File: config.mk
export PLATFORM = sky130hd
export DESIGN_NAME = aidan_mcnay_mul_flat
export DESIGN_NICKNAME = d
export VERILOG_FILES = /design/src/rtl/aidan_mcnay_mul_if.sv /design/src/rtl/aidan_mcnay_mul.sv /design/src/flat_wrapper.sv
export SDC_FILE = /design/constraint.sdc
export NUM_CORES = 1
export LEC_CHECK = 0
export ABC_AREA = 1
export BUFFER_PORTS_ARGS = -buffer_cell sky130_fd_sc_hd__buf_2
export CELL_PAD_IN_SITES_DETAIL_PLACEMENT = 1
export CELL_PAD_IN_SITES_GLOBAL_PLACEMENT = 1
export CORE_UTILIZATION = 38
export DETAILED_ROUTE_END_ITERATION = 10
export PLACE_DENSITY_LB_ADDON = 0.1
export SKIP_LAST_GASP = 1
export SYNTH_ARGS = -nofsm -noshare
export SYNTH_HDL_FRONTEND = slang
export SYNTH_SLANG_ARGS = --single-unit
File: constraint.sdc
create_clock -name clk -period 8.6 [get_ports clk]
set_clock_uncertainty 0.05 [all_clocks]
set_input_delay 0.43 -clock clk [delete_from_list [all_inputs] [get_ports clk]]
set_output_delay 0.43 -clock clk [all_outputs]
set_load 0.02 [all_outputs]
File: src/rtl/aidan_mcnay_mul_if.sv
// Operand/result val-rdy stream bundle for the iterative shift-add multiplier.
// The master drives the operands and accepts the result. The slave is the multiplier.
interface aidan_mcnay_mul_if #(
  parameter int nbits = 32
);
  logic [nbits-1:0] opa;
  logic [nbits-1:0] opb;
  logic             istream_val;
  logic             istream_rdy;
  logic [nbits-1:0] result;
  logic             ostream_val;
  logic             ostream_rdy;

  modport master (
    output opa, opb, istream_val, ostream_rdy,
    input  istream_rdy, result, ostream_val
  );

  modport slave (
    input  opa, opb, istream_val, ostream_rdy,
    output istream_rdy, result, ostream_val
  );
endinterface

File: src/rtl/aidan_mcnay_mul.sv
// Iterative shift-add unsigned multiplier: one partial product per cycle, low nbits kept.
// The latency is fixed at nbits CALC cycles. It does not stop early when the multiplier runs out of ones.
module aidan_mcnay_mul #(
  parameter int nbits = 32
) (
  input  logic              clk,
  input  logic              reset,
  aidan_mcnay_mul_if.slave  bus
);

  localparam int CW = (nbits > 2) ? $clog2(nbits) : 1;
  localparam logic [CW-1:0] CNT_LAST = CW'(nbits - 1);

  typedef enum logic [1:0] {IDLE, CALC, DONE} state_t;

  state_t           state_q, state_d;
  logic [nbits-1:0] a_q, a_d;
  logic [nbits-1:0] b_q, b_d;
  logic [nbits-1:0] acc_q, acc_d;
  logic [CW-1:0]    cnt_q, cnt_d;

  always_ff @(posedge clk or posedge reset) begin
    if (reset) begin
      state_q <= IDLE;
    end else begin
      state_q <= state_d;
    end
  end

  always_comb begin
    state_d = state_q;
    case (state_q)
      IDLE:    if (bus.istream_val)     state_d = CALC;
      CALC:    if (cnt_q == CNT_LAST)   state_d = DONE;
      DONE:    if (bus.ostream_rdy)     state_d = IDLE;
      default:                          state_d = IDLE;
    endcase
  end

  always_comb begin
    bus.istream_rdy = (state_q == IDLE);
    bus.ostream_val = (state_q == DONE);
    bus.result      = acc_q;
  end

  // Datapath next-state. The adder wraps, so the carry out of the top bit is lost.
  always_comb begin
    a_d   = a_q;
    b_d   = b_q;
    acc_d = acc_q;
    cnt_d = cnt_q;
    case (state_q)
      IDLE: begin
        if (bus.istream_val) begin
          a_d   = bus.opa;
          b_d   = bus.opb;
          acc_d = '0;
          cnt_d = '0;
        end
      end
      CALC: begin
        if (b_q[0]) acc_d = acc_q + a_q;
        a_d   = a_q << 1;
        b_d   = b_q >> 1;
        cnt_d = cnt_q + CW'(1);
      end
      default: ;
    endcase
  end

  always_ff @(posedge clk or posedge reset) begin
    if (reset) begin
      a_q   <= '0;
      b_q   <= '0;
      acc_q <= '0;
      cnt_q <= '0;
    end else begin
      a_q   <= a_d;
      b_q   <= b_d;
      acc_q <= acc_d;
      cnt_q <= cnt_d;
    end
  end

endmodule

File: src/flat_wrapper.sv
// flat-port wrapper written by rule: the top's interface ports become plain ports
module aidan_mcnay_mul_flat 
#(
  parameter int nbits = 32
)
  (clk, reset, bus_opa, bus_opb, bus_istream_val, bus_ostream_rdy, bus_istream_rdy, bus_result, bus_ostream_val);
  aidan_mcnay_mul_if #(.nbits(nbits)) bus_i ();
  input  logic clk;
  input  logic reset;
  input wire logic [$bits(bus_i.opa)-1:0] bus_opa;
  input wire logic [$bits(bus_i.opb)-1:0] bus_opb;
  input wire logic [$bits(bus_i.istream_val)-1:0] bus_istream_val;
  input wire logic [$bits(bus_i.ostream_rdy)-1:0] bus_ostream_rdy;
  output wire logic [$bits(bus_i.istream_rdy)-1:0] bus_istream_rdy;
  output wire logic [$bits(bus_i.result)-1:0] bus_result;
  output wire logic [$bits(bus_i.ostream_val)-1:0] bus_ostream_val;
  assign bus_i.opa = bus_opa;
  assign bus_i.opb = bus_opb;
  assign bus_i.istream_val = bus_istream_val;
  assign bus_i.ostream_rdy = bus_ostream_rdy;
  assign bus_istream_rdy = bus_i.istream_rdy;
  assign bus_result = bus_i.result;
  assign bus_ostream_val = bus_i.ostream_val;
  aidan_mcnay_mul #(.nbits(nbits)) u_core (.clk(clk), .reset(reset), .bus(bus_i));
endmodule
==> flow_summary.yaml, run 1 <==
timing:
  grt_setup_unrepaired: "false"
  max-slew-margin-rel: 0.411
  drv_slew: 0
  final_min_period_over_clock_period: 0.310
  setup-tns-final_ns: 0
  final_hold_viol_count: 0
  worst_slew_pin_slew_ns: 0.881
  post-route-min-period_ns: 2.67
  whs_ns: 0.0987
  maxClockFrequency_mhz: 375
  setup-violations-final: 0
layout:
  finalNetCount: 1137
  layout.cells.non_filler: 1260
  register_area_um2: 2580
  final_common_cell: "sky130_fd_sc_hd__nand2_1"
  most_frequent_cells_in_the_layout: "sky130_fd_sc_hd__nand2_1 (409), sky130_fd_sc_hd__inv_1 (127), sky130_fd_sc_hd__dfrtp_1 (103)"
  final_core_util: 0.450
  drive_gt1_frac: 0.132
  area.growth.synth_to_final_pct: 14.8
  antenna-diode-count: 0
  n_fill_cell: 2249
  multiInputGateArea_um2: 3350
min_path:
  holdCritPathClass: "in -> async"
synth:
  synth_xor_area_frac: 0.00400
  count_of_unique_library_cells_instantiated_by_yosys: 34
  syn-cell-area_um2: 6570
  synth-compound-area-share: 0.122
  synthAdderAreaFrac: 0.0659
  synthesis.nets: 1048
  synth_seq_area_share: 0.392
  postSynthAreaPerCell_um2: 6.95
  synth.mux.area_fraction: 0
  number_of_register_bits_inferred_by_synthesis: 103
  postSynthCellCount: 946
  warnings_synthesis: 0
  largest_family_of_logic_cells_by_synthesized_area: "simple AND/OR/NAND/NOR gates"
  synth_simple_gate_area_share: 0.318
routing:
  drt_pre_antenna_iters: 4
  detail_route.drc_violations: 0
  vias: 6206
  routed_wl_um: 19700
  wire_per_inst_um: 15.6
  drt-vias-per-instance: 4.93
  final_antenna_net_count: 0
  detailedRoute.firstIterationViolations: 263
worst_setup_path:
  cp-end-kind: "register"
  worstPathMaxFanout: 60
  path_buf_inv: 4
  setup.reg_to_reg.worst_slack_ns: 5.93
  timing_worst_setup_path_type: "reg -> reg"
  cp_data_required_time_ns: 8.81
  crit_chain: "inv_2 > nor2_4 > buf_4 > nor2_4 > buf_4 > clkinv_1 > o211ai_1"
  critical-path-top-delay-family: "buffers and inverters"
  cp.depth: 7
  worst_path_max_delay_cell: "sky130_fd_sc_hd__nor2_4"
  cpPeakStageDelay_ns: 0.61
  timing.reg2reg.worst_path_depth: 7
  worstPathArrival_ns: 2.88
  start_kind: "register"
power_and_ir_drop:
  ir_worst_vdd_mv: 0.161
  netSwitchingPower_mw: 1.64
  power.switching_fraction: 0.508
  comb_power_share: 0.581
  sequentialPowerShare: 0.284
  internal-power_mw: 1.59
  power.density_cell_area_nw_per_um2: 428
  leakage_nw: 4.32
  clockPowerShare: 0.135
global_routing:
  largest_net_degree_at_the_start_of_global_routing: 66
  grt_remaining_overflow: 0
  globalRouteTotalUtil: 0.234
  grt_first_pass_wirelength_um: 32600
  antenna_found_initial: 0
  number_of_global_route_vias_before_repair: 6358
clock_tree:
  numClockSinks: 103
  cts_htree_levels: 3
  cts_root_buf: "sky130_fd_sc_hd__clkbuf_16"
  cts.repair_timing.setup_buffer_count: 0
  number_of_clock_buffers_inserted_by_tritoncts: 9
  register_clock_pin_slew_on_the_reported_worst_setup_and_hold_paths_ns: 0.07
  cts.hold.buffers_added: 0
  clock_path_buffers: 2
  cts_tree: "done"
  clkLatencyLatePin_ns: 0.36
  resized_after_cts: 0
floorplan:
  die_x_um: 134
  io_pins: 102
  initial_core_util: 0.392
  core_area_um2: 16800
  floorplan.rows: 47
  die_h_um: 134
  dieArea_um2: 17800
run:
  maxCapViolCount: 0
place:
  routabilityCongestion: 0.871
  place.detailed.instances: 1244
  dp.final_hpwl_um: 15100
  count_of_input_and_output_buffers: 101
run_status:
  outcome: "completed"
cell families after synthesis:
| group | Yosys count |
|---|---|
| and+or+nand+nor | 522 |
| buffers and inverters | 160 |
| AOI/OAI and AO/OA | 124 |
| DFF | 103 |
| adders and majority gates | 34 |
| xor gates and xnor gates | 3 |
path summary, 6_finish.rpt:
| path | start | endpoint |
|---|---|---|
| worst max-delay path | u_core.state_q[0]$_DFFE_PP0P_ | u_core.a_q[4]$_DFFE_PP0P_ |
| worst min-delay path | reset | u_core.b_q[8]$_DFFE_PP0P_ |
| worst max register to register | u_core.state_q[0]$_DFFE_PP0P_ | u_core.a_q[4]$_DFFE_PP0P_ |
| worst min register to register | u_core.b_q[11]$_DFFE_PP0P_ | u_core.b_q[11]$_DFFE_PP0P_ |
| max in group asynchronous | reset | u_core.bus.result[21]$_DFFE_PP0P_ |
| min in group clk | bus_ostream_rdy | u_core.state_q[1]$_DFFE_PP0P_ |
per-layer routing:
metal  vias up  track usage  wire length [um]
li1       3172            -                 -
met5         -            0                 0
met3         9       0.0403               740
met1      2918        0.322              9660
met4         0       0.0455               163
met2       107        0.387              9130
flip-flops by register name, summed over array words and instances, names as in the netlist:
name               cells
u_core.state_q         2
u_core.bus.result     32
u_core.b_q            32
u_core.a_q            32
u_core.cnt_q           5
power by group through the flow:
stage	combinational (mW)	sequential, mW	clock [mW]
final	1.88	0.918	0.438
after global routing	2.16	0.950	0.462
after CTS	1.90	0.918	0.448
after detailed placement	1.89	0.925	0
after global placement	1.84	0.920	0
after floorplan	1.34	0.938	0
cell usage after synthesis (all sizes together):
library cell | instances | area (um^2)
inv | 132 | 495
o21ai | 19 | 95.1
clkbuf | 5 | 18.8
dfrtp | 103 | 2580
a32o | 2 | 20.0
nand3 | 46 | 240
a22o | 4 | 35.0
or2 | 2 | 12.5
clkinv | 1 | 3.75
xnor2 | 1 | 8.76
o31ai | 1 | 7.51
a22oi | 44 | 330
a21oi | 33 | 165
o22ai | 6 | 37.5
buf | 22 | 125
nor3 | 3 | 15.0
nand3b | 3 | 22.5
nand2 | 412 | 1550
xor2 | 2 | 17.5
nor2 | 53 | 226
fa | 1 | 20.0
ha | 33 | 413
a21o | 1 | 7.51
o21bai | 3 | 22.5
nand4 | 3 | 18.8
o211ai | 11 | 82.6
metrics by stage:
stage | setup WS (ns) | area, um^2 | power [mW]
finish | 5.93 | 7550 | 3.23
detailed placement | 5.89 | 7240 | 2.82
CTS | 5.90 | 7550 | 3.27
global placement | 5.98 | 7240 | 2.76
floorplan | 5.42 | 6570 | 2.27
global route | 5.73 | 7550 | 3.57
cell type report:
class,instances,share of cell area
Sequential cell,103,0.342
Timing Repair Buffer,105,0.0710
Clock buffer,10,0.0303
Multi-Input combinational cell,683,0.444
Clock inverter,6,0.00995
Inverter,133,0.0665
Tap cell,220,0.0365
Note: power is estimated with default switching activity, not from simulation.
==> inputs of run 2 (changes only) <==
- ABC_AREA: 1 -> 0
- clock period: 8.6 -> 2.49 ns (I/O delays scaled with it)
==> flow_summary.yaml, run 2 <==
worst_setup_path:
  cp-end-kind: "register"
  crit_chain: "ha_2 > inv_1 > fa_2 > nor2b_4 > o31ai_4 > a21oi_2 > o21ai_4 > a21boi_4 > o21ai_1 > a21o_1 > a32o_1"
  timing_worst_setup_path_type: "reg -> reg"
  worstPathMaxFanout: 4
  cp.depth: 11
  start_kind: "register"
  worst_path_max_delay_cell: "sky130_fd_sc_hd__fa_2"
  critical-path-top-delay-family: "compound AO/OA/AOI/OAI gates"
  timing.reg2reg.worst_path_depth: 11
  worstPathArrival_ns: 2.67
  cpPeakStageDelay_ns: 0.39
  path_buf_inv: 1
  cp_data_required_time_ns: 2.69
synth:
  asyncSetResetFlopFracSynth: 1.00
  synthesis.nets: 814
  synth_enable_flop_cells: 0
  synth_top_cell_by_area: "sky130_fd_sc_hd__dfrtp_1"
  postSynthCellCount: 712
  postSynthAreaPerCell_um2: 8.81
  number_of_register_bits_inferred_by_synthesis: 103
  syn-cell-area_um2: 6270
  synth_commonest_cells: "sky130_fd_sc_hd__nand2_1 (104), sky130_fd_sc_hd__dfrtp_1 (103), sky130_fd_sc_hd__o21ai_0 (101)"
  warnings_synthesis: 0
  postSynth.topFlopCell: "sky130_fd_sc_hd__dfrtp_1"
  synth_top_area_share: 0.411
  count_of_unique_library_cells_instantiated_by_yosys: 63
  netlist_top_cells_area: "sky130_fd_sc_hd__dfrtp_1 (41%), sky130_fd_sc_hd__o21ai_0 (8.1%), sky130_fd_sc_hd__ha_1 (6.6%)"
  synth_seq_area_share: 0.411
  dominant_cell_by_count_in_the_synthesized_netlist: "sky130_fd_sc_hd__nand2_1"
place:
  place.detailed.instances: 1018
  dp.final_hpwl_um: 13900
  dpl_cell_area_um2: 7180
  preCtsSetupSlack_ns: -0.0453
  count_of_input_and_output_buffers: 101
  routabilityCongestion: 0.843
global_routing:
  antenna_found_initial: 0
  largest_net_degree_at_the_start_of_global_routing: 65
  globalRouteMet1Util: 0.314
  grt_remaining_overflow: 0
  grt_busiest_layer: "met2"
  globalRouteTotalUtil: 0.246
  grt_first_pass_wirelength_um: 32200
  number_of_global_route_vias_before_repair: 6194
  gr-usage-met2: 0.422
  grtUsageMet3: 0.0468
floorplan:
  dieArea_um2: 17000
  die_x_um: 130
  initial_core_util: 0.392
  floorplan.rows: 46
  core_area_um2: 16000
  io_pins: 102
  die_h_um: 130
timing:
  maxClockFrequency_mhz: 405
  final_hold_viol_count: 0
  setup_ws_ns: 0.0231
  setup-tns-final_ns: 0
  whs_ns: 0.00445
  worst_slew_pin_slew_ns: 0.789
  setup-violations-final: 0
  post-route-min-period_ns: 2.47
  max-slew-margin-rel: 0.474
  final_min_period_over_clock_period: 0.991
  drv_slew: 0
  grt_setup_unrepaired: "true"
layout:
  area.growth.synth_to_final_pct: 26.0
  multiInputGateArea_um2: 3680
  finalNetCount: 938
  final_common_cell: "sky130_fd_sc_hd__nand2_1"
  register_area_um2: 2580
  n_fill_cell: 1900
  final_design_area_no_fill_um2: 7910
  drive_gt1_frac: 0.250
  layout.cells.non_filler: 1057
  antenna-diode-count: 0
  most_frequent_cells_in_the_layout: "sky130_fd_sc_hd__nand2_1 (104), sky130_fd_sc_hd__buf_2 (101), sky130_fd_sc_hd__dfrtp_1 (101)"
  final_core_util: 0.494
clock_tree:
  register_clock_pin_slew_on_the_reported_worst_setup_and_hold_paths_ns: 0.08
  clkLatencyLatePin_ns: 0.37
  cts_tree: "done"
  cts_root_buf: "sky130_fd_sc_hd__clkbuf_16"
  number_of_clock_buffers_inserted_by_tritoncts: 9
  numClockSinks: 103
  cts_htree_levels: 3
  clock_path_buffers: 2
routing:
  final_antenna_net_count: 0
  detailedRoute.firstIterationViolations: 288
  detail_route.drc_violations: 0
  drt-vias-per-instance: 5.62
  routed_wl_um: 20000
  wire_per_inst_um: 18.9
  drt_pre_antenna_iters: 4
  vias: 5936
power_and_ir_drop:
  sequentialPowerShare: 0.307
  power.density_cell_area_nw_per_um2: 1190
  leakage_nw: 3.58
  p_total_mw: 9.37
  netSwitchingPower_mw: 4.18
  power.switching_fraction: 0.446
  ir_worst_vdd_mv: 0.398
  clockPowerShare: 0.163
  internal-power_mw: 5.20
  comb_power_share: 0.530
min_path:
  hold-path-cell-count: 3
  holdCritPathClass: "in -> reg"
run:
  maxCapViolCount: 0
run_status:
  outcome: "completed"
[run 2: cell count changes in the layout (fill, tap and decap cells not counted), moves of 14 or more]
cell | previous run | this run
sky130_fd_sc_hd__inv_1 | 127 | 11
sky130_fd_sc_hd__nand2_1 | 409 | 104
sky130_fd_sc_hd__nor2_1 | 48 | 17
sky130_fd_sc_hd__nand3_1 | 44 | 9
sky130_fd_sc_hd__o21ai_0 | 15 | 98
sky130_fd_sc_hd__and2_1 | 0 | 32
sky130_fd_sc_hd__a21o_1 | 1 | 17
sky130_fd_sc_hd__buf_4 | 4 | 42
sky130_fd_sc_hd__a31oi_1 | 0 | 30
sky130_fd_sc_hd__dlygate4sd3_1 | 0 | 14
[run 2: logic make-up after synthesis]
family,share of synthesized area
AOI/OAI and AO/OA,0.286
and+or+nand+nor,0.165
DFF,0.411
buffers and inverters,0.0369
xor gates and xnor gates,0.0251
muxes,0.00658
adders and majority gates,0.0690
[run 2: area by class of cell]
class                           count  share of cell area
Sequential cell                   103               0.326
Clock buffer                       10              0.0290
Inverter                           13             0.00665
Tap cell                          216              0.0342
Clock inverter                      6             0.00965
Timing Repair Buffer              160               0.128
Multi-Input combinational cell    549               0.466
[run 2: power by group through the flow]
stage | Sequential (mW) | Combinational [mW] | Clock, mW
after floorplan | 2.95 | 2.99 | 0
after global placement | 2.84 | 4.50 | 0
after detailed placement | 2.89 | 4.65 | 0
after CTS | 2.86 | 4.73 | 1.57
after global routing | 2.97 | 5.51 | 1.62
final | 2.88 | 4.97 | 1.53
[run 2: worst paths after layout]
| kind | from | end | slack, ns |
|---|---|---|---|
| worst min-delay path | bus_opa[1] | u_core.a_q[1]$_DFFE_PP0P_ | 0.004 |
| worst max-delay path | u_core.bus.result[0]$_DFFE_PP0P_ | u_core.bus.result[24]$_DFFE_PP0P_ | 0.02 |
| min in group asynchronous | reset | u_core.bus.result[12]$_DFFE_PP0P_ | 0.27 |
| max in group asynchronous | reset | u_core.b_q[11]$_DFFE_PP0P_ | 1.46 |
| worst min register to register | u_core.b_q[9]$_DFFE_PP0P_ | u_core.b_q[9]$_DFFE_PP0P_ | 0.43 |
| worst max register to register | u_core.bus.result[0]$_DFFE_PP0P_ | u_core.bus.result[24]$_DFFE_PP0P_ | 0.02 |
[run 2: worst register-to-register path: cells and delay by family (launching register included)]
family / cells / cell delay [ns]
buf+inv: 1 / 0.06
fa+ha+maj: 2 / 0.58
simple gates: 1 / 0.17
compound gates: 7 / 1.13
flops: 1 / 0.36
[run 2: layer usage]
| layer | part of all wire | vias to the layer above |
|---|---|---|
| li1 | - | 2837 |
| met1 | 0.46 | 2973 |
| met2 | 0.49 | 106 |
| met3 | 0.032 | 20 |
| met4 | 0.016 | 0 |
| met5 | 0 | - |
[run 2: repair_timing]
item,CTS,global route
hold buffers,14,0
endpoints found under the setup margin,10,17
pin swaps,1,15
endpoints found under the hold margin,28,0
gates resized for setup,6,34
buffers inserted,0,9
gates cloned,0,0
==> inputs of run 3 (changes only) <==
- clock period: 2.49 -> 2.9 ns (I/O delays scaled with it)
==> flow_summary.yaml, run 3 (same netlist as run 2, synthesis figures left out) <==
run_status:
  outcome: "completed"
timing:
  maxClockFrequency_mhz: 380
  drv_slew: 0
  worst_slew_pin_slew_ns: 0.761
  max-slew-margin-rel: 0.493
  whs_ns: 0.0160
  post-route-min-period_ns: 2.63
  grt_setup_unrepaired: "false"
  final_min_period_over_clock_period: 0.907
  setup-violations-final: 0
  final_hold_viol_count: 0
  setup-tns-final_ns: 0
worst_setup_path:
  worstPathArrival_ns: 2.80
  start_kind: "register"
  cp-end-kind: "register"
  cp_data_required_time_ns: 3.07
  timing_worst_setup_path_type: "reg -> reg"
  worstPathMaxFanout: 4
routing:
  routed_wl_um: 19100
  detail_route.drc_violations: 0
  vias: 5721
  drt_pre_antenna_iters: 4
  wire_per_inst_um: 18.9
  final_antenna_net_count: 0
  detailedRoute.firstIterationViolations: 193
  drt-vias-per-instance: 5.65
floorplan:
  initial_core_util: 0.392
  die_x_um: 130
  floorplan.rows: 46
  die_h_um: 130
  io_pins: 102
  dieArea_um2: 17000
  core_area_um2: 16000
power_and_ir_drop:
  internal-power_mw: 4.13
  power.density_cell_area_nw_per_um2: 1030
  netSwitchingPower_mw: 3.40
  ir_worst_vdd_mv: 0.423
  sequentialPowerShare: 0.325
  clockPowerShare: 0.176
  comb_power_share: 0.499
  power.switching_fraction: 0.451
  leakage_nw: 3.34
clock_tree:
  cts_tree: "done"
  numClockSinks: 103
  clock_path_buffers: 2
  cts_htree_levels: 3
  resized_after_cts: 0
  number_of_clock_buffers_inserted_by_tritoncts: 9
  cts_root_buf: "sky130_fd_sc_hd__clkbuf_16"
  cts.hold.buffers_added: 2
  register_clock_pin_slew_on_the_reported_worst_setup_and_hold_paths_ns: 0.08
  clkLatencyLatePin_ns: 0.37
  cts.repair_timing.setup_buffer_count: 0
place:
  routabilityCongestion: 0.864
  dpl_cell_area_um2: 6990
  dp.final_hpwl_um: 13600
  count_of_input_and_output_buffers: 101
global_routing:
  number_of_global_route_vias_before_repair: 6226
  globalRouteTotalUtil: 0.243
  antenna_found_initial: 0
  largest_net_degree_at_the_start_of_global_routing: 61
  grt_first_pass_wirelength_um: 32200
  grt_remaining_overflow: 0
layout:
  area.growth.synth_to_final_pct: 16.7
  final_design_area_no_fill_um2: 7320
  antenna-diode-count: 0
  finalNetCount: 893
  final_common_cell: "sky130_fd_sc_hd__nand2_1"
  most_frequent_cells_in_the_layout: "sky130_fd_sc_hd__nand2_1 (104), sky130_fd_sc_hd__o21ai_0 (101), sky130_fd_sc_hd__buf_2 (101), sky130_fd_sc_hd__dfrtp_1 (101)"
  drive_gt1_frac: 0.192
  n_fill_cell: 1959
run:
  maxCapViolCount: 0
min_path:
  holdCritPathClass: "in -> reg"
-- run 3: cell count changes in the layout (fill, tap and decap cells not counted), sizes merged --
cell / previous run / this run
buf: 146 / 113
clkinvlp: 3 / 0
dlygate4sd3: 14 / 2
inv: 15 / 17
clkbuf: 10 / 9
clkinv: 0 / 2
-- run 3: final cells by class --
type / count / area [um^2] / area share
repair buffers: 115 / 628 / 0.0858
clock inverters: 7 / 85.1 / 0.0116
clock buffers: 9 / 225 / 0.0308
well taps: 216 / 270 / 0.0369
inverters: 13 / 51.3 / 0.00701
flip-flops and latches: 103 / 2580 / 0.353
multi-input cells: 549 / 3480 / 0.475
-- run 3: path summary, 6_finish.rpt --
check | startpoint | end | slack [ns] | cells after the start
setup / recovery | u_core.a_q[1]$_DFFE_PP0P_ | u_core.bus.result[27]$_DFFE_PP0P_ | 0.27 | 9
hold / removal | bus_opb[29] | u_core.b_q[29]$_DFFE_PP0P_ | 0.02 | 3
setup reg to reg | u_core.a_q[1]$_DFFE_PP0P_ | u_core.bus.result[27]$_DFFE_PP0P_ | 0.27 | 9
hold reg to reg | u_core.b_q[16]$_DFFE_PP0P_ | u_core.b_q[16]$_DFFE_PP0P_ | 0.43 | 2
max in group asynchronous | reset | u_core.state_q[0]$_DFFE_PP0P_ | 1.71 | 4
min in group asynchronous | reset | u_core.bus.result[2]$_DFFE_PP0P_ | 0.34 | 3
-- run 3: layer usage --
layer  vias up  routed length [um]  GRT usage  share of wire
li1       2750                   -          -              -
met1      2855                8950      0.314           0.47
met2        98                9280      0.417           0.49
met3        18                 600     0.0423          0.031
met4         0                 272     0.0703          0.014
met5         -                   0          0              0
-- run 3: worst max-delay path, stage by stage, from the launching register on --
cell                        delay [ns]
sky130_fd_sc_hd__dfrtp_1          0.43
sky130_fd_sc_hd__ha_1             0.34
sky130_fd_sc_hd__a211oi_2         0.32
sky130_fd_sc_hd__o21bai_2         0.14
sky130_fd_sc_hd__a211oi_2         0.45
sky130_fd_sc_hd__nor3_2           0.13
sky130_fd_sc_hd__o2111ai_2        0.26
sky130_fd_sc_hd__a21oi_1          0.13
sky130_fd_sc_hd__xnor2_1          0.16
sky130_fd_sc_hd__o21ai_1          0.08
-- run 3: metrics by stage --
step	utilization	std cells	setup WS (ns)	power, mW
after CTS	0.457	1012	0.267	7.61
after global placement	0.437	994	0.409	6.09
after global routing	0.457	1012	0.103	8.15
after detailed placement	0.437	994	0.314	6.24
after floorplan	-	712	0.00116	5.10
final	0.457	1012	0.269	7.53
-- run 3: power by group through the flow --
stage	Combinational, mW	Clock [mW]	Sequential [mW]
after floorplan	2.57	0	2.53
after global placement	3.64	0	2.44
after detailed placement	3.76	0	2.48
after CTS	3.79	1.36	2.46
after global routing	4.23	1.39	2.53
final	3.76	1.32	2.45
